<file path="src/rtl/lab2_proc_imul_share_arbiter.sv">
// Round-robin arbiter letting several cores share one iterative multiplier.
// One transaction is in flight at a time, and each response returns to the core that issued it.
module lab2_proc_imul_share_arbiter #(
    parameter int p_num_reqs = 4
) (
    input  logic                     clk,
    input  logic                     reset,
    input  logic [p_num_reqs-1:0]    req_val,
    output logic [p_num_reqs-1:0]    req_rdy,
    input  logic [64*p_num_reqs-1:0] req_msg,
    output logic [p_num_reqs-1:0]    resp_val,
    input  logic [p_num_reqs-1:0]    resp_rdy,
    output logic [32*p_num_reqs-1:0] resp_msg,
    output logic                     mul_req_val,
    input  logic                     mul_req_rdy,
    output logic [63:0]              mul_req_msg,
    input  logic                     mul_resp_val,
    output logic                     mul_resp_rdy,
    input  logic [31:0]              mul_resp_msg
);

    localparam int PW = (p_num_reqs > 1) ? $clog2(p_num_reqs) : 1;

    typedef enum logic {
        IDLE = 1'b0,
        WAIT = 1'b1
    } state_t;

    state_t          state_reg, state_next;
    logic [PW-1:0]   owner_reg, owner_next;
    logic [PW-1:0]   prio_reg, prio_next;

    logic [p_num_reqs-1:0] grant;
    logic [PW-1:0]         grant_idx;
    logic                  grant_any;
    logic [PW:0]           cand_wide;
    logic [PW-1:0]         cand;

    // Scan from prio upward; the extra bit on cand_wide lets the wrap use a subtract instead of a modulo
    always_comb begin
        grant     = '0;
        grant_idx = '0;
        grant_any = 1'b0;
        cand_wide = '0;
        cand      = '0;
        for (int k = 0; k < p_num_reqs; k++) begin
            cand_wide = {1'b0, prio_reg} + (PW+1)'(k);
            if (cand_wide >= (PW+1)'(p_num_reqs)) begin
                cand_wide = cand_wide - (PW+1)'(p_num_reqs);
            end
            cand = cand_wide[PW-1:0];
            if (!grant_any && req_val[cand]) begin
                grant_any   = 1'b1;
                grant_idx   = cand;
                grant[cand] = 1'b1;
            end
        end
    end

    always_comb begin
        state_next = state_reg;
        owner_next = owner_reg;
        prio_next  = prio_reg;
        case (state_reg)
            IDLE: begin
                if (grant_any && mul_req_rdy) begin
                    state_next = WAIT;
                    owner_next = grant_idx;
                    prio_next  = (grant_idx == PW'(p_num_reqs - 1)) ? '0 : grant_idx + PW'(1);
                end
            end
            WAIT: begin
                if (mul_resp_val && resp_rdy[owner_reg]) begin
                    state_next = IDLE;
                end
            end
            default: state_next = IDLE;
        endcase
    end

    always_ff @(posedge clk) begin
        if (reset) begin
            state_reg <= IDLE;
            owner_reg <= '0;
            prio_reg  <= '0;
        end else begin
            state_reg <= state_next;
            owner_reg <= owner_next;
            prio_reg  <= prio_next;
        end
    end

    // The grant is one-hot, so an AND-OR chain acts as the operand mux and yields zero with no grant
    logic [63:0] msg_chain [p_num_reqs+1];
    assign msg_chain[0] = '0;

    genvar gi;
    generate
        for (gi = 0; gi < p_num_reqs; gi++) begin : g_core
            assign msg_chain[gi+1] = msg_chain[gi] | ({64{grant[gi]}} & req_msg[64*gi +: 64]);
            assign req_rdy[gi]  = ~reset & (state_reg == IDLE) & grant[gi] & mul_req_rdy;
            assign resp_val[gi] = ~reset & (state_reg == WAIT) & (owner_reg == PW'(gi)) & mul_resp_val;
            assign resp_msg[32*gi +: 32] = mul_resp_msg;
        end
    endgenerate

    assign mul_req_msg  = msg_chain[p_num_reqs];
    assign mul_req_val  = ~reset & (state_reg == IDLE) & (|req_val);
    assign mul_resp_rdy = ~reset & (state_reg == WAIT) & resp_rdy[owner_reg];

endmodule

</file>
<file path="config.mk">
export PLATFORM = sky130hd
export DESIGN_NAME = lab2_proc_imul_share_arbiter
export DESIGN_NICKNAME = d
export VERILOG_FILES = /design/src/rtl/lab2_proc_imul_share_arbiter.sv
export SDC_FILE = /design/constraint.sdc
export NUM_CORES = 1
export LEC_CHECK = 0
export CAP_MARGIN = 20
export CORE_AREA = 10 10 189 191
export CTS_CLUSTER_DIAMETER = 40
export DETAILED_ROUTE_END_ITERATION = 8
export DIE_AREA = 0 0 199 201
export HOLD_SLACK_MARGIN = 0.12
export MAX_ROUTING_LAYER = met4
export PLACE_DENSITY = 0.46
export SYNTH_ARGS = -nofsm -noshare
export SYNTH_HDL_FRONTEND = slang
export SYNTH_SLANG_ARGS = --single-unit
export TNS_END_PERCENT = 5
</file>
<file path="constraint.sdc">
create_clock -name clk -period 4.3 [get_ports clk]
set_input_delay 0.86 -clock clk [delete_from_list [all_inputs] [get_ports clk]]
set_output_delay 0.86 -clock clk [all_outputs]
set_load 0.01 [all_outputs]
</file>
======== Yosys cells after proc, flatten, opt, wreduce, memory -nomap -nowiden ========
Index checks and enable logic that the tools add are counted.
word-level totals
  register bits after elaboration ......... 5
  bits in latches ......................... 0
  RAM bits ................................ 0
  bits in read-only memories .............. 0
  input port bits ......................... 300
  output and inout bits ................... 202
  memories ................................ 0
operators by class
  add/subtract/negate cells ............... 8
  $mul .................................... 0
  divide/modulo/power cells ............... 0
  $lt $le $gt $ge ......................... 13
  eq/ne operators ......................... 4
  shift operators ......................... 0
  mux-type cells .......................... 38
  bitwise gates (word level) .............. 32
  reduce and logical (&&, ||, !) cells .... 15
operator list
  cell                                                        count
  bitwise AND 64 bit                                          4
  OR 64 bit                                                   3
  bitwise AND 1 bit                                           20
  two-way mux 2 bit                                           9
  two-way mux 4 bit                                           4
  less-than comparator 2 x 3 -> 1 bit, second input constant  5
  two-way mux 1 bit                                           15
  OR 4 bit                                                    3
  binary-select mux 1 bit (select 2 bit)                      5
  >= comparator 3 bit, second input constant                  3
  logical AND 1 bit                                           9
  demux 1 bit (select 2 bit)                                  4
  >= comparator 2 x 1 -> 1 bit, second input constant         4
  subtractor 2 x 1 -> 2 bit, second input constant            4
  adder 2 x 2 -> 3 bit, second input constant                 2
  == test 2 bit, second input constant                        3
  OR reduction 4 bit                                          1
  adder 2 x 1 -> 3 bit, second input constant                 1
  >= comparator 2 x 3 -> 1 bit, second input constant         1
  logical NOT 1 bit                                           3
  adder 2 x 1 -> 2 bit, second input constant                 1
  == test 2 x 1 -> 1 bit, second input constant               1
  logical NOT 2 bit                                           1
  NOT 1 bit                                                   2
  other kinds (2)                                             2

======== Depth between registers and ports, before layout ========
  depth in word-level cells ............... 18
  depth in mapped cells ................... 13
  gate-level depth less buffers ........... 7

======== Least setup slack after synthesis ========
Ideal clock, no wire load.
  path kind ............................... register to output
  from .................................... register (tool-made name)
  to ...................................... output port mul_req_msg[0]
  data arrival time ....................... 2692 ps
  slack ................................... 748 ps
  stages on the path, launching flop included .. 14
  buffers on the path ..................... 6
  path through ............................ dfxtp_1 -> buf_6 -> buf_2 -> inv_1 -> ha_1 -> clkbuf_1 -> nand2b_1 -> mux2i_1 -> a311o_1 -> buf_2 -> clkbuf_1 -> buf_2 -> a32oi_1 -> nand3_1
RTL lines
  element    RTL line  source
  to (decl)  16        output logic [63:0] mul_req_msg,

======== Worst setup path in the final report ========
  from .................................... input port req_val[3]
  to ...................................... output port mul_req_msg[42]
on the way
  word-level cells in the longest chain between the ends .. 16
ends and longest elaborated chain
  element                                  RTL line  source
  from (decl)                              8         input logic [p_num_reqs-1:0] req_val,
  binary-select mux 1 bit (select 2 bit)   52        if (!grant_any && req_val[cand]) begin
  two-way mux 1 bit (implied by the code)  52
  two-way mux 1 bit                        52
  logical NOT 1 bit                        52
  logical AND 1 bit                        52
  two-way mux 1 bit                        52
  logical NOT 1 bit                        52
  logical AND 1 bit                        52
  two-way mux 1 bit                        52
  logical NOT 1 bit                        52
  logical AND 1 bit                        52
  two-way mux 4 bit *                      52
  bitwise AND 64 bit                       100       assign msg_chain[gi+1] = msg_chain[gi] | ({64{grant[gi]}} & req_msg[64*gi +: 64]);
  OR 64 bit (2 in a row)                   100
  OR 64 bit *                              100
Mark *: on every way between the ends. The rest lies on a longest branch, timed or not. The select of a mux whose other input is x is not followed.

==> results.toml <==
[yosys]
ys_seq_area_frac = 0.0191
ys_ff_latch = 5
netlist_instances = 766
synthArstFlopShare = 0
synth_edf_count = 0
syn_nets = 1074
synthTopCellsByCount = "nand2_1 (132), buf_4 (130), a22oi_1 (129), a32oi_1 (129), nand3_1 (65)"
synth_area_leaders = "a32oi_1 (22%), buf_4 (19%), a22oi_1 (18%)"
synth_area_um2 = 5240
yosys.area.top_type = "a32oi_1"
syn_avg_cell_area_um2 = 6.83
synth.most_common_cell = "nand2_1"
synth.distinct_cells = 43
synth_top_area_frac = 0.216
ys_warn_count = 0
synth_flop_cell = "dfxtp_1"

[placed_design]
gp_congestion = 0.798
post-dp-hpwl_um = 24300
dp_slack_ns = -0.0662
io_buffers = 341

[worst_setup_path]
start_kind = "input pin"
arrival_ns = 3.42
critPathMaxFanout = 19
cp.required_ns = 3.44
endpoint_kind = "primary output"
critPathKind = "input pin to primary output"

[clocking]
cts_sinks = 5
cts_buffers = 3
clkTransAtPathRegs_ns = 0.03
clock_path_buffers = 2
cts_tree = "yes"
insertion_delay_ns = 0.22
htreeDepth = 1
cts-root-buf = "clkbuf_16"

[routing]
drt_iter0_drc = 459
finalWirelength_um = 32600
dr.pass1.iters = 5
viasPerCell = 5.27
drc = 0
final_antenna_net_count = 0
routedWlPerCell_um = 23.8
vias = 7213

[sta]
period_needed_ns = 4.28
slew_violations = 0
setup_tns_ns = 0
fmax_mhz = 233
setup_viol = 0
hold_viol = 0
setup_slack_ns = 0.0153
skew_ns = 0.000118
worst_slew_pin_slew_ns = 0.598
rsz0062_at_grt = "true"
maxSlewHeadroom = 0.602
period_share = 0.996

[global_routing]
first_global_vias = 7485
grt_antenna_before_repair = 0
grt_use_total = 0.152
grt_remaining_overflow = 0
grt_pass1_wl_um = 47300
grt_max_degree = 66

[cells_and_area]
antenna_cells = 0
fillerInstances = 3529
synthToLayoutAreaGrowth_pct = 64.1
fin_util = 0.268
finalNetCount = 1270
area.sequential_um2 = 100
drive_gt1_frac = 0.0989
multi_input_area_um2 = 3690

[floorplan]
die_w_um = 199
num_rows = 66
coreArea_um2 = 32000
ios = 502
initial_core_util = 0.163
die_h_um = 201
die_area_um2 = 40000

[job]
maxCapViolations = 0

[status]
outcome = "finished clean"

[pwr]
leakagePower_nw = 3.28
ir_drop_v = 0.000279
total_power_mw = 4.01
powerDensity_nw_per_um2 = 467

[min_path]
hold_class = "register to register"
==> critical path: stages <==
cell             delay (ns)
clkdlybuf4s50_1        0.44
mux4_2                 0.61
buf_4                  0.19
a21oi_2                0.15
a21oi_4                0.10
buf_12                 0.16
buf_4                  0.15
a32oi_1                0.14
nand3_1                0.10
clkdlybuf4s50_1        0.51
==> cells by family after synthesis <==
kind of cell	share of synthesized area
compound gates	0.444
flops	0.0191
xor+xnor	0.00167
buf+inv	0.285
fa+ha+maj	0.0191
mux	0.0292
simple gates	0.202
==> per-layer routing <==
metal  up-vias  share of wire  global-route usage
li1       3274              -                   -
met1      3421           0.40               0.178
met2       460           0.48               0.254
met3        58          0.090              0.0350
met4         0          0.028              0.0442
met5         -              0                   -
==> power by group <==
group | switching [mW] | total (mW) | internal (mW)
Sequential | 0.00878 | 0.0641 | 0.0553
Clock | 0.0291 | 0.152 | 0.123
Combinational | 2.03 | 3.80 | 1.76
Total | 2.07 | 4.01 | 1.94
==> timing repair <==
item / 4_1_cts / 5_1_grt
gates resized for setup: 45 / 18
pin swaps: 1 / 2
setup endpoints to repair: 44 / 24
buffers inserted: 2 / 1
gates cloned: 1 / 1
hold buffers: 0 / 0
==> cell usage in the layout, fill, tap and decap left out, types with 2 or more instances in the layout <==
cell             instances
mux2_2                   2
nor2b_1                  6
a22oi_1                129
nand3b_1                 3
and3b_1                  2
a21oi_1                  2
dfxtp_1                  5
buf_12                  20
o21bai_1                 2
dlymetal6s2s_1          18
a21oi_2                  4
mux4_2                   4
nor3_1                   3
a31oi_1                  4
inv_1                    4
clkbuf_16                4
a21oi_4                  2
nand2b_1                 5
a32oi_1                129
nor2_1                  13
o21ai_0                  2
clkdlybuf4s50_1        279
nand3_1                 65
ha_2                     4
mux2i_1                  4
dlygate4sd2_1           44
ha_1                     4
a211oi_1                 2
or3b_2                   2
nand2_1                132
buf_4                   44
==> path summary, 6_finish.rpt <==
path / from / slack [ns] / end / cells past startpoint
max: req_val[3] / 0.02 / mul_req_msg[42] / 10
min: state_reg$_SDFF_PP0_ / 0.56 / state_reg$_SDFF_PP0_ / 2
max reg2reg: register / 1.93 / prio_reg[1]$_SDFFE_PP0P_ / 8
min reg2reg: state_reg$_SDFF_PP0_ / 0.56 / state_reg$_SDFF_PP0_ / 2
==> final cells by class <==
cell class | instances | area share
Clock buffer | 4 | 0.00918
Inverter | 4 | 0.00175
Multi-Input combinational cell | 541 | 0.430
Sequential cell | 5 | 0.0117
Tap cell | 408 | 0.0594
Timing Repair Buffer | 407 | 0.488
==> through the flow <==
stage / cell area, µm² / instances / hold slack, ns
after floorplan: 5240 / 766 / 0.510
after global placement: 8440 / 1360 / 0.547
after detailed placement: 8440 / 1360 / 0.552
after CTS: 8510 / 1367 / 0.555
after global routing: 8590 / 1369 / 0.597
final: 8590 / 1369 / 0.561
Note: power is estimated with default switching activity, not from simulation.
